==> src/rtl/bit_changer_seq.sv <==
// bit_changer_seq: SET/CLR/TGL/TST/FILL on an N-bit operand with a sign-magnitude index and valid/ready handshakes.
// Optional saturating error counter on o_err_cnt when BITCHG_ERRCNT_EN is defined.
module bit_changer_seq #(
   parameter int N  = 8,
   parameter int IW = $clog2(N)
) (
   input  logic         clk,
   input  logic         rst_n,
   input  logic         in_valid,
   output logic         o_ready,
   input  logic [2:0]   in_op,
   input  logic [N-1:0] in_a,
   input  logic [N-1:0] in_b,
   output logic         o_valid,
   input  logic         in_ready,
   output logic [N-1:0] o_out,
   output logic         o_bit,
   output logic         o_ERR,
   output logic [7:0]   o_err_cnt
);
   typedef enum logic [1:0] {IDLE, BUSY, DONE} state_t;
   localparam logic [2:0] OP_SET = 3'd0, OP_CLR = 3'd1, OP_TGL = 3'd2, OP_TST = 3'd3, OP_FILL = 3'd4;
   state_t        state_q, state_d;
   logic [N-1:0]  out_q, out_d;
   logic          bit_q, bit_d, err_q, err_d;
   logic [IW-1:0] idx_q, idx_d, mag_q, mag_d;
   logic [N-2:0]  mag;
   logic [IW-1:0] mag_idx;
   logic [N-1:0]  mask;
   logic          bad;
   assign mag     = in_b[N-2:0];
   assign mag_idx = mag[IW-1:0];
   assign mask    = N'(1) << mag_idx;
   assign bad     = in_b[N-1] || (mag >= (N-1)'(N)) || (in_op > OP_FILL);
   always_comb begin
      state_d = state_q;
      out_d   = out_q;
      bit_d   = bit_q;
      err_d   = err_q;
      idx_d   = idx_q;
      mag_d   = mag_q;
      if (state_q == IDLE && in_valid) begin
         mag_d   = mag_idx;
         idx_d   = '0;
         err_d   = bad;
         bit_d   = !bad && in_op == OP_TST && in_a[mag_idx];
         state_d = (bad || in_op != OP_FILL) ? DONE : BUSY;
         out_d   = bad              ? '0 :
                   in_op == OP_SET ? in_a | mask :
                   in_op == OP_CLR ? in_a & ~mask :
                   in_op == OP_TGL ? in_a ^ mask : in_a;
      end else if (state_q == BUSY) begin
         // FILL walks idx up from 0, setting one bit per cycle until it reaches mag
         out_d   = out_q | (N'(1) << idx_q);
         idx_d   = idx_q + 1'b1;
         state_d = (idx_q == mag_q) ? DONE : BUSY;
      end else if (state_q == DONE && in_ready) begin
         state_d = IDLE;
      end
   end
   always_ff @(posedge clk or negedge rst_n) begin
      if (!rst_n) begin
         state_q <= IDLE;
         out_q   <= '0;
         bit_q   <= 1'b0;
         err_q   <= 1'b0;
         idx_q   <= '0;
         mag_q   <= '0;
      end else begin
         state_q <= state_d;
         out_q   <= out_d;
         bit_q   <= bit_d;
         err_q   <= err_d;
         idx_q   <= idx_d;
         mag_q   <= mag_d;
      end
   end
   assign o_ready = state_q == IDLE;
   assign o_valid = state_q == DONE;
   assign o_out   = out_q;
   assign o_bit   = bit_q;
   assign o_ERR   = err_q;
`ifdef BITCHG_ERRCNT_EN
   logic [7:0] cnt_q, cnt_d;
   always_comb begin
      cnt_d = (state_q == IDLE && in_valid && bad && cnt_q != 8'hFF) ? cnt_q + 8'd1 : cnt_q;
   end
   always_ff @(posedge clk or negedge rst_n) begin
      if (!rst_n) cnt_q <= 8'd0;
      else        cnt_q <= cnt_d;
   end
   assign o_err_cnt = cnt_q;
`else
   assign o_err_cnt = 8'd0;
`endif
endmodule

==> config.mk <==
export PLATFORM = sky130hd
export DESIGN_NAME = bit_changer_seq
export DESIGN_NICKNAME = d
export VERILOG_FILES = /design/src/rtl/bit_changer_seq.sv
export SDC_FILE = /design/constraint.sdc
export NUM_CORES = 1
export LEC_CHECK = 0
export ABC_AREA = 1
export CORE_MARGIN = 2
export CORE_UTILIZATION = 51
export DETAILED_ROUTE_END_ITERATION = 10
export GPL_ROUTABILITY_DRIVEN = 1
export PLACE_DENSITY = 0.82
export SLEW_MARGIN = 20
export SYNTH_ARGS = -nofsm -noshare
export SYNTH_HDL_FRONTEND = slang
export SYNTH_SLANG_ARGS = --single-unit
==> constraint.sdc <==
create_clock -name clk -period 1.6 [get_ports clk]
set_input_delay 0.32 -clock clk [delete_from_list [all_inputs] [get_ports clk]]
set_output_delay 0.32 -clock clk [all_outputs]
set_load 0.02 [all_outputs]
# After elaboration in Yosys (flattened, before gate mapping)
# Cells that the tools add are included.
# Widths: inputs -> output; s select.
# word_totals
reg_bits	18
# op_classes
n_lt_le_gt_ge	3
add_sub_neg	1
n_eq_ne	7
bitwise_logic	5
n_reduce_logical	12
shifts	2
muxes	15
# op_table
operator	n
$mux 8	6
$or 8x8->8	2
$shl 1x3->8 const A	2
$mux 2	5
$and 8x8->8	1
$not 8->8	1
$xor 8x8->8	1
$ge 7x4->1 const B	1
$eq 3x2->1 const B	2
$mux 3	2
$logic_and 1x1->1	4
$lt 3x4->1 const B	1
$add 3x1->3 const B	1
$bmux 1 s3	1
$eq 3x1->1 const B	1
$eq 3x3->1	1
$gt 3x3->1 const B	1
$logic_not 3->1	1
$logic_or 1x1->1	3
$ne 3x3->1 const B	1
$reduce_bool 3->1	1
$eq 2x1->1 const B	1
$eq 2x2->1 const B	1
$logic_not 2->1	1
other kinds (3)	3

# Depth between registers and ports, before layout
# Gate-level depths: netlist (run 1).
# depth
word_depth	7
mapped_depth	9

# Least setup slack after synthesis (run 1)
# No wires, ideal clock.
# synth_timing
kind	input port to flip-flop
from	input in_b[0]
to	register out_q[5] (netlist: o_out[5])
stages	9
setup_time_ns	0.124
arrival_time_ns	1.271
t_required_ns	1.476
slack_ns	0.205
path_cell_list	inv_1 nor2_1 nand2_1 ha_1 nand3b_1 nand3_1 nand2_1 nand2_1 a21oi_2
# synth_via
elab_chain_len	7
word_cells_on_any_way	13
classes_between	order compare: 1; shift: 1; mux: 5; bitwise: 4; reduce/logical: 2
# synth_lines
element	line	source
from (decl)	13	input logic [N-1:0] in_b,
parallel branches: the longest is 5 deep, another holds $ge 7x4->1	-	
$mux 8 (*)	48	out_d = bad ? '0 :
$mux 8 (*)	42	if (state_q == IDLE && in_valid) begin
to (signal assigned)	71	out_q <= out_d;
to (decl)	24	logic [N-1:0] out_q, out_d;
# Every way passes the cells marked *.
# A chain may end at the register's enable or synchronous reset.

# Final worst setup path (run 1)
# layout_timing
from	register state_q[0]
to	output o_ready
# layout_via
elab_chain_len	1
# layout_lines
element	line	source
from (decl)	23	state_t state_q, state_d;
from (signal assigned)	70	state_q <= state_d;
$logic_not 2->1	78	assign o_ready = state_q == IDLE;
to (decl)	10	output logic o_ready,
# No other way between the ends.

==> flow_metrics.tcl, run 1 <==
set metrics [dict create \
    outcome "finished, final reports clean" \
    grt_start_max_net_pins 19 \
    fin_ws_ns 0.0817 \
    yosys_most_used_dff "dfrtp_1" \
    netlist_instances 267 \
    vias 1882 \
    die_x_um 64.5 \
    clk_latency_ns 0.31 \
    end_kind "output port" \
    core_um2 3420 \
    r2r-start "idx_q[0]" \
    place_congestion 0.899 \
    finalClockSkew_ns 0.00631 \
    critical_path_class "reg2out" \
    timing.fmax_mhz 659 \
    rr_endpoint "o_out[7]" \
    ctsHoldBuffers 0 \
    clockRootBuffer "clkbuf_4" \
    final_area_um2 2520 \
    power.density_nw_per_um2 414 \
    n_antenna_cell 0 \
    grt_antenna_before_repair 0 \
    synthArstFlopShare 1.00 \
    grt_pass1_wl_mm 7.74 \
    p_leak_uw 0.00146 \
    yosysSeqAreaShare 0.241 \
    cp_top_family "flip-flops" \
    min_period_over_period 0.949 \
    ant_nets 0 \
    drtIter0Drc 110 \
    pin_count 43 \
    yosysUniqueCellTypes 31 \
    synth_warnings 0 \
    drive_gt1_frac 0.200 \
    hp-class "in2async" \
    worstSetupStartpointType "flop" \
    area_delta_synth_final_pct 35.2 \
    synth-seq-cells 18 \
    post-route-min-period_ns 1.52 \
    path_buf_inv 1 \
    wire_per_inst_um 11.7 \
    die_area_um2 4160 \
    drt-vias-per-instance 4.94 \
    cts_tree "built" \
    htreeDepth 1 \
    numPortBuffers 34 \
    drv_slew 0 \
    synthTopCellsByCount "67 x nand2_1, 39 x inv_1, 22 x ha_1, 21 x nor2_1, 18 x dfrtp_1" \
    preCtsSetupSlack_ns -0.441 \
    clock_path_buffers 2 \
    synthesis.area_um2 1870 \
    placed_area_um2 2490 \
    path_cells "nor2_2 > dlygate4sd2_1" \
    clock-sinks 18 \
    grt_pass1_vias 1768 \
    firstDrtPassIters 4 \
    cp.arrival_ns 1.20 \
    crit_slowest_cell "dfrtp_1" \
    drv_cap 0 \
    die_h_um 64.5 \
    crit_fanout 4 \
    dp.cells 377 \
    wl_mm 4.47 \
    synth.most_common_cell "nand2_1" \
    rsz0062_at_grt "false" \
    avgSynthCellArea_um2 7.00 \
    overflow 0 \
    total_power_uw 1050 \
    rr_worst_depth 4 \
    setup_violations 0 \
    post_cts_buffers 0 \
    required_ns 1.28 \
    final_nets 381 \
    hold_viol 0 \
    num_rows 21 \
    tns_ns 0 \
    drc_errors 0 \
    cts_buffers 3 \
    ir_drop_uv 250 \
    initial_core_util 0.547 \
    clk_pin_slew_ns 0.11 \
    grt_util_all_layers 0.237 \
    stdcell_count 381 \
    critPathMaxStageDelay_ns 0.43 \
    synth_top_cells_by_area "dfrtp_1 24%, ha_1 15%, nand2_1 13%, inv_1 7.8%, nand3_1 4.3%" \
    hpwl_mm 3.46 \
    reg2reg_setup_slack_ns 0.15 \
    synth.top_cell.area_share 0.241 \
    nFillCells 300 \
    synth_top_area_cell "dfrtp_1" \
    synth_edf_count 0 \
]
==> worst max-delay path by stage <==
stage                    start  endpoint  slack, ns  cells after the start
detailed placement     in_b[0]  o_out[5]      -0.44                     10
finish              state_q[0]   o_ready       0.08                      2
CTS                      o_bit     o_bit      0.002                      1
floorplan              in_b[0]  o_out[5]       0.20                      9
global placement       in_b[0]  o_out[5]      -0.41                     10
global route        state_q[0]   o_ready       0.02                      2
==> per-layer routing <==
layer	vias to the layer above	track usage	part of all wire
met3	4	0.0243	0.043
li1	974	-	-
met4	0	0.0798	0.013
met5	-	0	0
met1	842	0.288	0.45
met2	62	0.435	0.50
==> layout make-up <==
cell class / count / area (µm²) / area share
Timing Repair Buffer: 70 / 619 / 0.245
Clock buffer: 4 / 36.3 / 0.0144
Inverter: 47 / 181 / 0.0719
Multi-Input combinational cell: 196 / 1180 / 0.467
Sequential cell: 18 / 450 / 0.178
Tap cell: 46 / 57.6 / 0.0228
==> registers in the layout (all words and copies together) (netlist names) <==
register  count
idx_q         3
mag_q         3
o_ERR         1
o_bit         1
o_out         8
state_q       2
==> what timing repair did <==
action | in CTS | in global routing
setup endpoints to repair | 16 | 11
gates cloned | 0 | 0
resized for setup | 12 | 8
==> where the power goes <==
group | switching [µW] | internal (µW)
Sequential | 0 | 455
Combinational | 152 | 149
Clock | 151 | 139
==> logic make-up (layout without fill, tap and decap cells) <==
family,count (synthesis),count (layout),synth area share
AOI/OAI and AO/OA,38,38,0.136
DFF,18,18,0.241
and+or+nand+nor,125,125,0.317
adders and majority gates,22,22,0.147
buffers and inverters,60,121,0.143
xor gates and xnor gates,3,3,0.0141
other,1,8,0.00201
==> per-stage QoR <==
step                utilization  hold slack, ns
floorplan                     -          0.0244
global placement          0.729           0.472
detailed placement        0.729           0.473
CTS                       0.737           0.344
global route              0.739           0.347
finish                    0.739           0.332
==> cell usage in the layout, fill, tap and decap left out, types with 2 or more instances in the layout <==
cell             Yosys  final
a21oi_1              3      3
o31ai_1              2      2
clkdlybuf4s50_1      0     19
nand3b_1             8      8
xnor2_1              3      3
a21oi_2              8      8
nor2_2               3      4
ha_1                22     22
buf_4                8     35
clkinv_1             2      2
or2_0                2      2
inv_2                5      7
dlymetal6s2s_1       0      5
inv_1               39     37
o211ai_1             9      9
dlygate4sd2_1        0      9
o21ai_1              6      6
dfrtp_1             18     18
clkbuf_4             0      3
o21ai_0              7      7
conb_1               1      8
nand3_2              3      3
nor2_1              21     20
nand2_1             67     67
nand3_1             16     16
==> worst reg2reg max path, cell delays in order (launching register included) <==
cell	delay [ns]
dfrtp_1	0.48
ha_1	0.26
ha_1	0.19
o31ai_1	0.33
a21oi_2	0.09
(Power assumes the default switching activity.)
==> run 2, diff against run 1 <==
- clock period: 1.6 -> 1.4 ns (I/O delays scaled with it)
==> run 2 against run 1 <==
Compared with the run above:
- register-to-register slack worse by 0.07 ns
- critical path depth rose by 5
- clock-buffer cell count stayed put
- combinational power increased by 24%
- non-clock buffer count increased by 12
- hold slack got worse by 0.040 ns
- largest cell class unchanged
- sequential share of layout area shrank 1.3 points
- highest routed layer unchanged
- sequential cell count unchanged
- first-iteration DRC count increased by 18%
- cell count is 3.4% higher
- total power is 17% higher
==> flow_metrics.tcl, run 2 (same netlist as run 1, synthesis figures left out) <==
set metrics [dict create \
    cp.arrival_ns 1.57 \
    grt_pass1_vias 1880 \
    critical_path_class "in2reg" \
    drtIter0Drc 130 \
    crit_fanout 16 \
    hpwl_mm 3.61 \
    wl_mm 4.93 \
    total_power_uw 1230 \
    p_leak_uw 0.00153 \
    rsz0062_at_grt "true" \
    die_x_um 64.5 \
    n_antenna_cell 0 \
    regArea_um2 450 \
    clock-sinks 18 \
    rr_endpoint "o_out[3]" \
    pin_count 43 \
    clockRootBuffer "clkbuf_4" \
    grt_antenna_before_repair 0 \
    core_um2 3420 \
    ir_drop_uv 281 \
    tns_ns 0 \
    grt_pass1_wl_mm 8.15 \
    min_period_over_period 0.976 \
    drt-vias-per-instance 4.96 \
    required_ns 1.61 \
    setup_violations 0 \
    cts_buffers 3 \
    initial_core_util 0.547 \
    post-route-min-period_ns 1.37 \
    worstSetupStartpointType "primary input" \
    numPortBuffers 34 \
    firstDrtPassIters 4 \
    clock_path_buffers 2 \
    die_h_um 64.5 \
    mostFrequentLayoutCells "62 x nand2_1, 47 x buf_4, 36 x inv_1, 22 x ha_1, 18 x dfrtp_1" \
    htreeDepth 1 \
    hold_viol 0 \
    final_common_cell "nand2_1" \
    grt_start_max_net_pins 19 \
    final_nets 394 \
    clk_pin_slew_ns 0.11 \
    ant_nets 0 \
    largest_register_ff_count 8 \
    cts_tree "built" \
    dp.cells 386 \
    drive_gt1_frac 0.287 \
    r2r-start "idx_q[0]" \
    drv_cap 0 \
    die_area_um2 4160 \
    vias 1953 \
    ctsHoldBuffers 0 \
    drc_errors 0 \
    area_delta_synth_final_pct 45.9 \
    outcome "finished, final reports clean" \
    timing.fmax_mhz 732 \
    grt_util_all_layers 0.247 \
    whs_ns 0.292 \
    num_rows 21 \
    finalClockSkew_ns 0.00250 \
    multi_input_area_um2 1300 \
    stdcell_count 394 \
    rr_worst_depth 4 \
    reg2reg_setup_slack_ns 0.08 \
    fin_ws_ns 0.0337 \
    place_congestion 0.896 \
    hp-class "in2async" \
    preCtsSetupSlack_ns -0.604 \
    wire_per_inst_um 12.5 \
    drv_slew 0 \
    nFillCells 250 \
    power.density_nw_per_um2 450 \
    overflow 0 \
    end_kind "flop" \
    clk_latency_ns 0.31 \
]
[run 2: cell types whose count changed in the layout (fill, tap and decap cells not counted), moves of 2 or more]
cell,delta
nand2_1,-5
dlymetal6s2s_1,+2
clkbuf_2,+2
nand3_4,+5
nand2_2,+5
nor2_2,+4
buf_4,+12
o31ai_1,-2
nor2_1,-5
nand3_2,-2
clkdlybuf4s50_1,-7
nand3_1,-2
[run 2: final cells by class]
type                            instances  area share
Sequential cell                        18       0.165
Timing Repair Buffer                   82       0.257
Multi-Input combinational cell        197       0.476
Inverter                               47      0.0675
Clock buffer                            4      0.0133
Tap cell                               46      0.0211
[run 2: per-stage QoR]
step,util,area (µm²)
2_1_floorplan,-,1890
3_3_place_gp,0.749,2560
3_5_place_dp,0.749,2560
4_1_cts,0.756,2580
5_1_grt,0.798,2730
6_report,0.798,2730
[run 2: what timing repair did]
action,in CTS,in global routing
gates cloned,0,1
resized for setup,24,40
setup endpoints to repair,20,11
pin swaps,0,3
setup buffers,0,3
[run 2: power breakdown]
group | internal, µW | switching (µW)
combinational | 174 | 197
clock | 159 | 176
sequential | 520 | 0
[run 2: worst max-delay path: stages]
cell and delay (ns):
clkdlybuf4s50_1 0.59, inv_2 0.13, buf_12 0.17, o211ai_1 0.18, nand2_1 0.09, nand2_2 0.09, a21oi_2 0.05
[run 2: worst max path at each step]
stage,cells after the start,slack [ns],startpoint,endpoint
2_1_floorplan,9,0.04,in_b[0],o_out[5]
3_3_place_gp,10,-0.57,in_b[0],o_out[5]
3_5_place_dp,10,-0.60,in_b[0],o_out[5]
4_1_cts,10,0.007,in_b[0],o_out[6]
5_1_grt,8,-0.02,state_q[0],o_out[4]
6_report,7,0.03,in_op[0],o_out[4]
[run 2: metal layers]
layer | global-route usage | share of wire | wire length (µm) | up-vias
met5 | 0 | 0 | 0 | -
met4 | 0.0904 | 0.026 | 130 | 0
met3 | 0.0156 | 0.041 | 203 | 12
met2 | 0.448 | 0.52 | 2550 | 63
met1 | 0.306 | 0.41 | 2040 | 878
li1 | - | - | - | 1000
